**config.mk**
```make
export PLATFORM = sky130hd
export DESIGN_NAME = pll_lock_sequencer
export DESIGN_NICKNAME = d
export VERILOG_FILES = /design/src/rtl/pll_seq_pkg.sv /design/src/rtl/sync_2ff.sv /design/src/rtl/pll_lock_sequencer.sv
export SDC_FILE = /design/constraint.sdc
export NUM_CORES = 1
export LEC_CHECK = 0
export CAP_MARGIN = 20
export CORE_MARGIN = 1.5
export CORE_UTILIZATION = 40
export CTS_BUF_LIST = sky130_fd_sc_hd__clkbuf_4 sky130_fd_sc_hd__clkbuf_8 sky130_fd_sc_hd__clkbuf_16
export DETAILED_ROUTE_END_ITERATION = 8
export PLACE_DENSITY = 0.72
export SYNTH_ARGS = -nofsm -noshare
export SYNTH_HDL_FRONTEND = slang
export SYNTH_HIERARCHICAL = 1
export SYNTH_SLANG_ARGS = --single-unit
export TNS_END_PERCENT = 30
```
**constraint.sdc**
```tcl
create_clock -name clk -period 2.65 [get_ports clk]
set_input_delay 0.53 -clock clk [delete_from_list [all_inputs] [get_ports clk]]
set_output_delay 0.53 -clock clk [all_outputs]
set_load 0.005 [all_outputs]
```
**src/rtl/pll_seq_pkg.sv**
```systemverilog
// ============================================================================
// Module   : pll_seq_pkg
// Brief    : Shared types and widths for the PLL lock sequencer.
// Revision : 1.0 - initial release
// ============================================================================
`default_nettype none

package pll_seq_pkg;

    localparam int SEL_W   = 6;
    localparam int LOSS_W  = 8;
    localparam int RETRY_W = 4;

    typedef enum logic [2:0] {
        HOLD   = 3'd0,
        WAIT   = 3'd1,
        STABLE = 3'd2,
        RUN    = 3'd3,
        RECONF = 3'd4,
        FAIL   = 3'd5
    } pll_state_e;

    // States in which the PLL must be held in reset.
    function automatic logic state_holds_pll(input pll_state_e s);
        return (s == HOLD) || (s == RECONF) || (s == FAIL);
    endfunction

endpackage

`default_nettype wire

```
**src/rtl/sync_2ff.sv**
```systemverilog
// ============================================================================
// Module   : sync_2ff
// Brief    : Two-flop synchronizer for a single asynchronous level, resets to 0.
// Revision : 1.0 - initial release
// ============================================================================
`default_nettype none

module sync_2ff (
    input  logic clk,
    input  logic rst_n,
    input  logic d_i,
    output logic q_o
);

    logic meta_q;
    logic sync_q;

    always_ff @(posedge clk or negedge rst_n) begin
        if (!rst_n) begin
            meta_q <= 1'b0;
            sync_q <= 1'b0;
        end else begin
            meta_q <= d_i;
            sync_q <= meta_q;
        end
    end

    assign q_o = sync_q;

endmodule

`default_nettype wire

```
**src/rtl/pll_lock_sequencer.sv**
```systemverilog
// ============================================================================
// Module   : pll_lock_sequencer
// Brief    : Reset/lock sequencer and runtime reconfiguration for one rPLL.
//            Define PLL_SEQ_LOSS_CNT_EN to build the loss-of-lock counter.
// Revision : 1.0 - initial release
// ============================================================================
`default_nettype none

module pll_lock_sequencer
    import pll_seq_pkg::*;
#(
    parameter int               RST_CYCLES   = 16,
    parameter int               LOCK_TIMEOUT = 65535,
    parameter int               LOCK_STABLE  = 1024,
    parameter int               MAX_RETRY    = 3,
    parameter int               CNT_W        = 16,
    parameter logic [SEL_W-1:0] INIT_FBDSEL  = 6'd0,
    parameter logic [SEL_W-1:0] INIT_IDSEL   = 6'd0,
    parameter logic [SEL_W-1:0] INIT_ODSEL   = 6'd0
) (
    input  logic              clk,
    input  logic              rst_n,
    input  logic              pll_lock_i,
    output logic              pll_reset_o,
    output logic [SEL_W-1:0]  pll_fbdsel_o,
    output logic [SEL_W-1:0]  pll_idsel_o,
    output logic [SEL_W-1:0]  pll_odsel_o,
    input  logic              cfg_req_i,
    input  logic [SEL_W-1:0]  cfg_fbdsel_i,
    input  logic [SEL_W-1:0]  cfg_idsel_i,
    input  logic [SEL_W-1:0]  cfg_odsel_i,
    output logic              cfg_ack_o,
    output logic              sys_rst_n_o,
    output logic              locked_o,
    output logic              fail_o,
    output logic [LOSS_W-1:0] loss_cnt_o
);

    localparam logic [CNT_W-1:0]   c_rst_load     = CNT_W'(RST_CYCLES - 1);
    localparam logic [CNT_W-1:0]   c_timeout_load = CNT_W'(LOCK_TIMEOUT - 1);
    // The WAIT cycle that first sees lock already counts toward stability.
    localparam logic [CNT_W-1:0]   c_stable_load  = CNT_W'(LOCK_STABLE - 2);
    localparam logic [RETRY_W-1:0] c_last_retry   = RETRY_W'(MAX_RETRY - 1);

    logic lock_s;

    pll_state_e         state_q,       state_d;
    logic [CNT_W-1:0]   cnt_q,         cnt_d;
    logic [RETRY_W-1:0] retry_q,       retry_d;
    logic [SEL_W-1:0]   fbdsel_q,      fbdsel_d;
    logic [SEL_W-1:0]   idsel_q,       idsel_d;
    logic [SEL_W-1:0]   odsel_q,       odsel_d;
    logic               reconf_pend_q, reconf_pend_d;
    logic               pll_reset_q,   pll_reset_d;
    logic               sys_rst_n_q,   sys_rst_n_d;
    logic               locked_q,      locked_d;
    logic               cfg_ack_q,     cfg_ack_d;
    logic               fail_q,        fail_d;

    sync_2ff u_lock_sync (
        .clk   (clk),
        .rst_n (rst_n),
        .d_i   (pll_lock_i),
        .q_o   (lock_s)
    );

    always_comb begin
        state_d       = state_q;
        cnt_d         = cnt_q;
        retry_d       = retry_q;
        fbdsel_d      = fbdsel_q;
        idsel_d       = idsel_q;
        odsel_d       = odsel_q;
        reconf_pend_d = reconf_pend_q;

        case (state_q)
            HOLD: begin
                if (cnt_q == '0) begin
                    state_d = WAIT;
                    cnt_d   = c_timeout_load;
                end else begin
                    cnt_d = cnt_q - 1'b1;
                end
            end
            WAIT: begin
                if (lock_s) begin
                    state_d = STABLE;
                    cnt_d   = c_stable_load;
                end else if (cnt_q == '0) begin
                    retry_d = retry_q + 1'b1;
                    if (retry_q == c_last_retry) begin
                        state_d = FAIL;
                        cnt_d   = '0;
                    end else begin
                        state_d = HOLD;
                        cnt_d   = c_rst_load;
                    end
                end else begin
                    cnt_d = cnt_q - 1'b1;
                end
            end
            STABLE: begin
                if (!lock_s) begin
                    state_d = WAIT;
                    cnt_d   = c_timeout_load;
                end else if (cnt_q == '0) begin
                    state_d = RUN;
                    cnt_d   = '0;
                end else begin
                    cnt_d = cnt_q - 1'b1;
                end
            end
            RUN: begin
                retry_d = '0;
                // The ack cycle still sees the request that is being acknowledged.
                if (!lock_s) begin
                    state_d = HOLD;
                    cnt_d   = c_rst_load;
                end else if (cfg_req_i && !cfg_ack_q) begin
                    state_d  = RECONF;
                    cnt_d    = '0;
                    fbdsel_d = cfg_fbdsel_i;
                    idsel_d  = cfg_idsel_i;
                    odsel_d  = cfg_odsel_i;
                end
            end
            RECONF: begin
                state_d       = HOLD;
                cnt_d         = c_rst_load;
                reconf_pend_d = 1'b1;
            end
            FAIL: begin
                state_d = FAIL;
            end
            default: begin
                state_d = FAIL;
                cnt_d   = '0;
            end
        endcase

        cfg_ack_d = (state_d == RUN) && (state_q != RUN) && reconf_pend_q;
        if (cfg_ack_d) begin
            reconf_pend_d = 1'b0;
        end

        pll_reset_d = state_holds_pll(state_d);
        sys_rst_n_d = (state_d == RUN);
        locked_d    = (state_d == RUN);
        fail_d      = fail_q || (state_d == FAIL);
    end

    always_ff @(posedge clk or negedge rst_n) begin
        if (!rst_n) begin
            state_q       <= HOLD;
            cnt_q         <= c_rst_load;
            retry_q       <= '0;
            fbdsel_q      <= INIT_FBDSEL;
            idsel_q       <= INIT_IDSEL;
            odsel_q       <= INIT_ODSEL;
            reconf_pend_q <= 1'b0;
            pll_reset_q   <= 1'b1;
            sys_rst_n_q   <= 1'b0;
            locked_q      <= 1'b0;
            cfg_ack_q     <= 1'b0;
            fail_q        <= 1'b0;
        end else begin
            state_q       <= state_d;
            cnt_q         <= cnt_d;
            retry_q       <= retry_d;
            fbdsel_q      <= fbdsel_d;
            idsel_q       <= idsel_d;
            odsel_q       <= odsel_d;
            reconf_pend_q <= reconf_pend_d;
            pll_reset_q   <= pll_reset_d;
            sys_rst_n_q   <= sys_rst_n_d;
            locked_q      <= locked_d;
            cfg_ack_q     <= cfg_ack_d;
            fail_q        <= fail_d;
        end
    end

`ifdef PLL_SEQ_LOSS_CNT_EN
    logic              loss_evt;
    logic [LOSS_W-1:0] loss_cnt_q, loss_cnt_d;

    assign loss_evt = (state_q == RUN) && !lock_s;

    always_comb begin
        loss_cnt_d = loss_cnt_q;
        if (loss_evt && (loss_cnt_q != '1)) begin
            loss_cnt_d = loss_cnt_q + 1'b1;
        end
    end

    always_ff @(posedge clk or negedge rst_n) begin
        if (!rst_n) begin
            loss_cnt_q <= '0;
        end else begin
            loss_cnt_q <= loss_cnt_d;
        end
    end

    assign loss_cnt_o = loss_cnt_q;
`else
    assign loss_cnt_o = '0;
`endif

    assign pll_reset_o  = pll_reset_q;
    assign pll_fbdsel_o = fbdsel_q;
    assign pll_idsel_o  = idsel_q;
    assign pll_odsel_o  = odsel_q;
    assign cfg_ack_o    = cfg_ack_q;
    assign sys_rst_n_o  = sys_rst_n_q;
    assign locked_o     = locked_q;
    assign fail_o       = fail_q;

endmodule

`default_nettype wire

```
==> impl_metrics.csv <==
group,metric,value,unit
final_layout,antenna_cells,0,
sta,setup_viol,0,
power_and_ir_drop,p_leak,1.338,nW
synthesis,avgSynthCellArea,10.18,µm²
power_and_ir_drop,p_per_area,752.4,mW/mm²
worst_setup_path,cp_slowest_cell,"or4_4",
synthesis,ys_seq_area_share,45.11,%
global_route,grt_first_pass_wirelength,10.38,mm
sta,min_period,2.533,ns
final_layout,finalInstanceArea,0.003287,mm²
synthesis,postSynthCellCount,263,
route,final_antenna_net_count,0,
global_route,first_global_vias,2178,
worst_setup_path,worst_ep_required_time,2.90,ns
route,num_vias,2233,
route,wl_per_cell,15.82,µm
power_and_ir_drop,peakVddDrop,0.3830,mV
floorplanning,die_w,84.80,µm
placement,dpl-instance-area,0.003187,mm²
outcome,outcome,"finished with violations",
worst_setup_path,worstSetupStartpointType,"register",
synthesis,synth_ff_type,"dfrtp_1",
synthesis,yosysWarningCount,6,
outcome,failed_checks,"DRC",
sta,finalHoldViolCount,0,
route,drtIter0Drc,211,
sta,slew_headroom,41.61,%
route,wl,6.121,mm
worst_setup_path,max_stage_delay,0.62,ns
final_layout,nets,335,
worst_setup_path,reg2reg_depth,7,
global_route,grt.total_usage,17.87,%
final_layout,drive_gt1_share,17.74,%
sta,worstMarginPinSlew,0.8759,ns
synthesis,synth.distinct_cells,59,
clock_tree,clk_latency,0.31,ns
final_layout,fillers,572,
clock_tree,clock-sinks,48,
power_and_ir_drop,pwr-share-clk,19.6,%
worst_setup_path,path_class,"reg -> reg",
sta,rsz0062_at_grt,"false",
clock_tree,cts_hold_buf,0,
worst_setup_path,path_cells,"inv_1 > ha_1 > or4b_4 > or4_4 > a211oi_2 > o31a_4 > mux2_4",
synthesis,synthArstFlopShare,100.0,%
placement,portBuffers,44,
final_layout,fin_util,51.18,%
route,drc,4,
floorplanning,die_area,0.007190,mm²
power_and_ir_drop,p_int,1.610,mW
synthesis,syn-cell-area,0.002676,mm²
job,drv_cap,0,
clock_tree,clock-root-buffer,"clkbuf_8",
clock_tree,tritoncts,"done",
clock_tree,clockBufferDepth,2,
clock_tree,clk_pin_slew,0.10,ns
global_route,antenna_found_initial,0,
worst_setup_path,path_buf_inv,1,
power_and_ir_drop,p_comb_share,31.3,%
hold_path,hold_class,"in -> async",
clock_tree,ctsHtreeMaxLevel,2,
worst_setup_path,crit_path_end_kind,"register",
floorplanning,coreArea,0.006422,mm²
global_route,grt_max_degree,41,
worst_setup_path,crit_fanout,10,
floorplanning,ios,53,
power_and_ir_drop,seqPwrFrac,49.1,%
global_route,gr-total-overflow,0,
synthesis,synth_edf_count,0,
final_layout,stdcell_count,387,
route,via_per_inst,5.770,
floorplanning,rows,29,
worst_setup_path,worstReg2RegStart,"cnt_q[0]",
final_layout,area_growth,22.81,%
clock_tree,cts_buffers,5,
power_and_ir_drop,swShare,34.92,%
floorplanning,dieHeight,84.80,µm
route,drt_first_pass_iters,7,
worst_setup_path,cp-startpoint,"cnt_q[0]",
sta,finalCritPeriodShare,95.60,%
sta,fmax,0.3947,GHz
worst_setup_path,crit_family,"simple AND/OR/NAND/NOR gates",
power_and_ir_drop,p_total,2.473,mW
sta,finalSetupTns,0,ns
synthesis,ys_ff_latch,48,
placement,routabilityCongestion,0.8689,
worst_setup_path,worst_ep_arrival_time,2.78,ns
worst_setup_path,reg2reg_to,"pll_reset_o",
sta,fin_skew,0.009389,ns
sta,finalMaxSlewViolations,0,
power_and_ir_drop,p_switching,863.5,µW
clock_tree,post_cts_buffers,0,
placement,hpwlAfterDp,4.331,mm
worst_setup_path,r2r_slack,0.12,ns
floorplanning,initial_core_util,41.67,%
placement,dp.cells,379,
clock_tree,postCtsResizedCells,0,
-- worst max path at each step --
stage | depth (start not counted) | slack [ns] | to
floorplan | 8 | 0.18 | pll_reset_o
global route | 7 | 0.006 | pll_reset_o
detailed placement | 7 | 0.12 | pll_reset_o
global placement | 7 | 0.16 | pll_reset_o
finish | 7 | 0.12 | pll_reset_o
CTS | 7 | 0.10 | pll_reset_o
-- sequential cells by signal, summed over array words and instances (netlist names) --
register	flops
cfg_ack_o	1
cnt_q	16
fail_o	1
locked_o	1
pll_fbdsel_o	6
pll_idsel_o	6
pll_odsel_o	6
pll_reset_o	1
reconf_pend_q	1
retry_q	4
state_q	3
u_lock_sync/meta_q	1
u_lock_sync/q_o	1
-- cell type report --
type	count	area, µm²	share of cell area (%)
Sequential cell	48	1207	36.73
Tap cell	77	96.34	2.931
Clock buffer	6	82.58	2.512
Clock inverter	2	17.52	0.5329
Inverter	7	26.28	0.7994
Timing Repair Buffer	55	518.0	15.76
Multi-Input combinational cell	192	1339	40.73
-- metal layers --
layer | part of all wire, % | GRT usage (%) | routed length, µm
met1 | 44 | 23.06 | 2667
met2 | 47 | 28.36 | 2854
met3 | 8.4 | 5.703 | 513
met4 | 1.4 | 6.259 | 86
met5 | 0 | 0 | 0
-- power groups by stage --
stage	clock network, mW	logic [mW]	registers [mW]
final	0.484	0.773	1.22
after CTS	0.502	0.777	1.21
after floorplan	0	0.514	1.14
after global routing	0.532	0.851	1.25
after global placement	0	0.753	1.21
after detailed placement	0	0.768	1.22
-- worst register-to-register path: stages, from the launching register on --
cell and delay [ns]:
dfstp_2 0.41, inv_1 0.10, ha_1 0.16, or4b_4 0.48, or4_4 0.62, a211oi_2 0.24, o31a_4 0.17, mux2_4 0.29
-- metrics by stage --
| stage | worst slack [ns] | hold slack [ns] |
|---|---|---|
| floorplan | 0.1801 | 0.2344 |
| global placement | 0.1640 | 0.3324 |
| detailed placement | 0.1162 | 0.3395 |
| CTS | 0.1006 | 0.3634 |
| global route | 0.006347 | 0.3636 |
| finish | 0.1167 | 0.3303 |
-- synth_stat cells, types with 2 or more instances --
| master | number | area (µm²) |
|---|---|---|
| clkbuf_1 | 10 | 37.54 |
| o41ai_1 | 2 | 17.52 |
| a221o_1 | 2 | 20.02 |
| dfrtp_1 | 43 | 1076 |
| buf_6 | 2 | 22.52 |
| buf_1 | 2 | 7.510 |
| mux2_2 | 18 | 202.7 |
| xnor2_1 | 2 | 17.52 |
| nand2b_1 | 5 | 31.28 |
| or3_1 | 2 | 12.51 |
| or4_4 | 2 | 22.52 |
| a21o_1 | 2 | 15.01 |
| ha_1 | 4 | 50.05 |
| nor2_1 | 23 | 86.33 |
| a211o_1 | 9 | 78.83 |
| nor2b_1 | 3 | 18.77 |
| or4_1 | 2 | 15.01 |
| nand3_1 | 6 | 30.03 |
| nand4_1 | 4 | 25.02 |
| nand2_1 | 10 | 37.54 |
| a22oi_1 | 4 | 30.03 |
| nor4_1 | 7 | 43.79 |
| o21ai_0 | 17 | 85.08 |
| a211oi_2 | 2 | 25.02 |
| inv_1 | 7 | 26.28 |
| o211ai_1 | 2 | 15.01 |
| dfstp_2 | 5 | 131.4 |
| mux2i_1 | 3 | 30.03 |
| buf_4 | 9 | 67.56 |
| a21oi_1 | 9 | 45.04 |
| o31ai_1 | 2 | 15.01 |
| nor3b_1 | 4 | 30.03 |
| nor3_1 | 12 | 60.06 |
| o21ai_1 | 2 | 10.01 |
-- kinds of logic (layout without fill, tap and decap cells) --
| kind of cell | Yosys count | in the layout | synth area share [%] |
|---|---|---|---|
| and+or+nand+nor | 90 | 90 | 19.17 |
| AOI/OAI and AO/OA | 66 | 66 | 17.77 |
| DFF | 48 | 48 | 45.11 |
| buffers and inverters | 30 | 70 | 6.031 |
| muxes | 22 | 22 | 9.256 |
| adders and majority gates | 4 | 4 | 1.870 |
| xor gates and xnor gates | 2 | 2 | 0.6546 |
| other | 1 | 8 | 0.1401 |
-- cells in the final DEF (no fill, tap or decap), types with 2 or more instances in the layout --
master           Yosys  final
dfrtp_1             43     43
dfstp_2              5      5
o31ai_1              2      2
nand3_1              6      6
inv_6                0      2
nor3b_1              4      3
nand2b_1             5      5
nor4_1               7      7
nor2b_1              3      3
mux2_2              18     18
o21ai_1              2      2
clkbuf_8             0      6
nand4_1              4      4
nor2_1              23     23
nor3b_2              1      2
o211ai_1             2      2
o21ai_0             17     17
a21o_1               2      2
inv_1                7      7
or4_4                2      2
or3_1                2      2
clkdlybuf4s50_1      0     43
conb_1               1      8
mux2i_1              3      3
a221o_1              2      2
buf_4                9     11
a22oi_1              4      4
o41ai_1              2      2
or4_1                2      2
a211o_1              9      9
nand2_1             10     10
nor3_1              12     12
a21oi_1              9      9
xnor2_1              2      2
a211oi_2             2      2
ha_1                 4      4
Note: power is estimated with default switching activity, not from simulation.
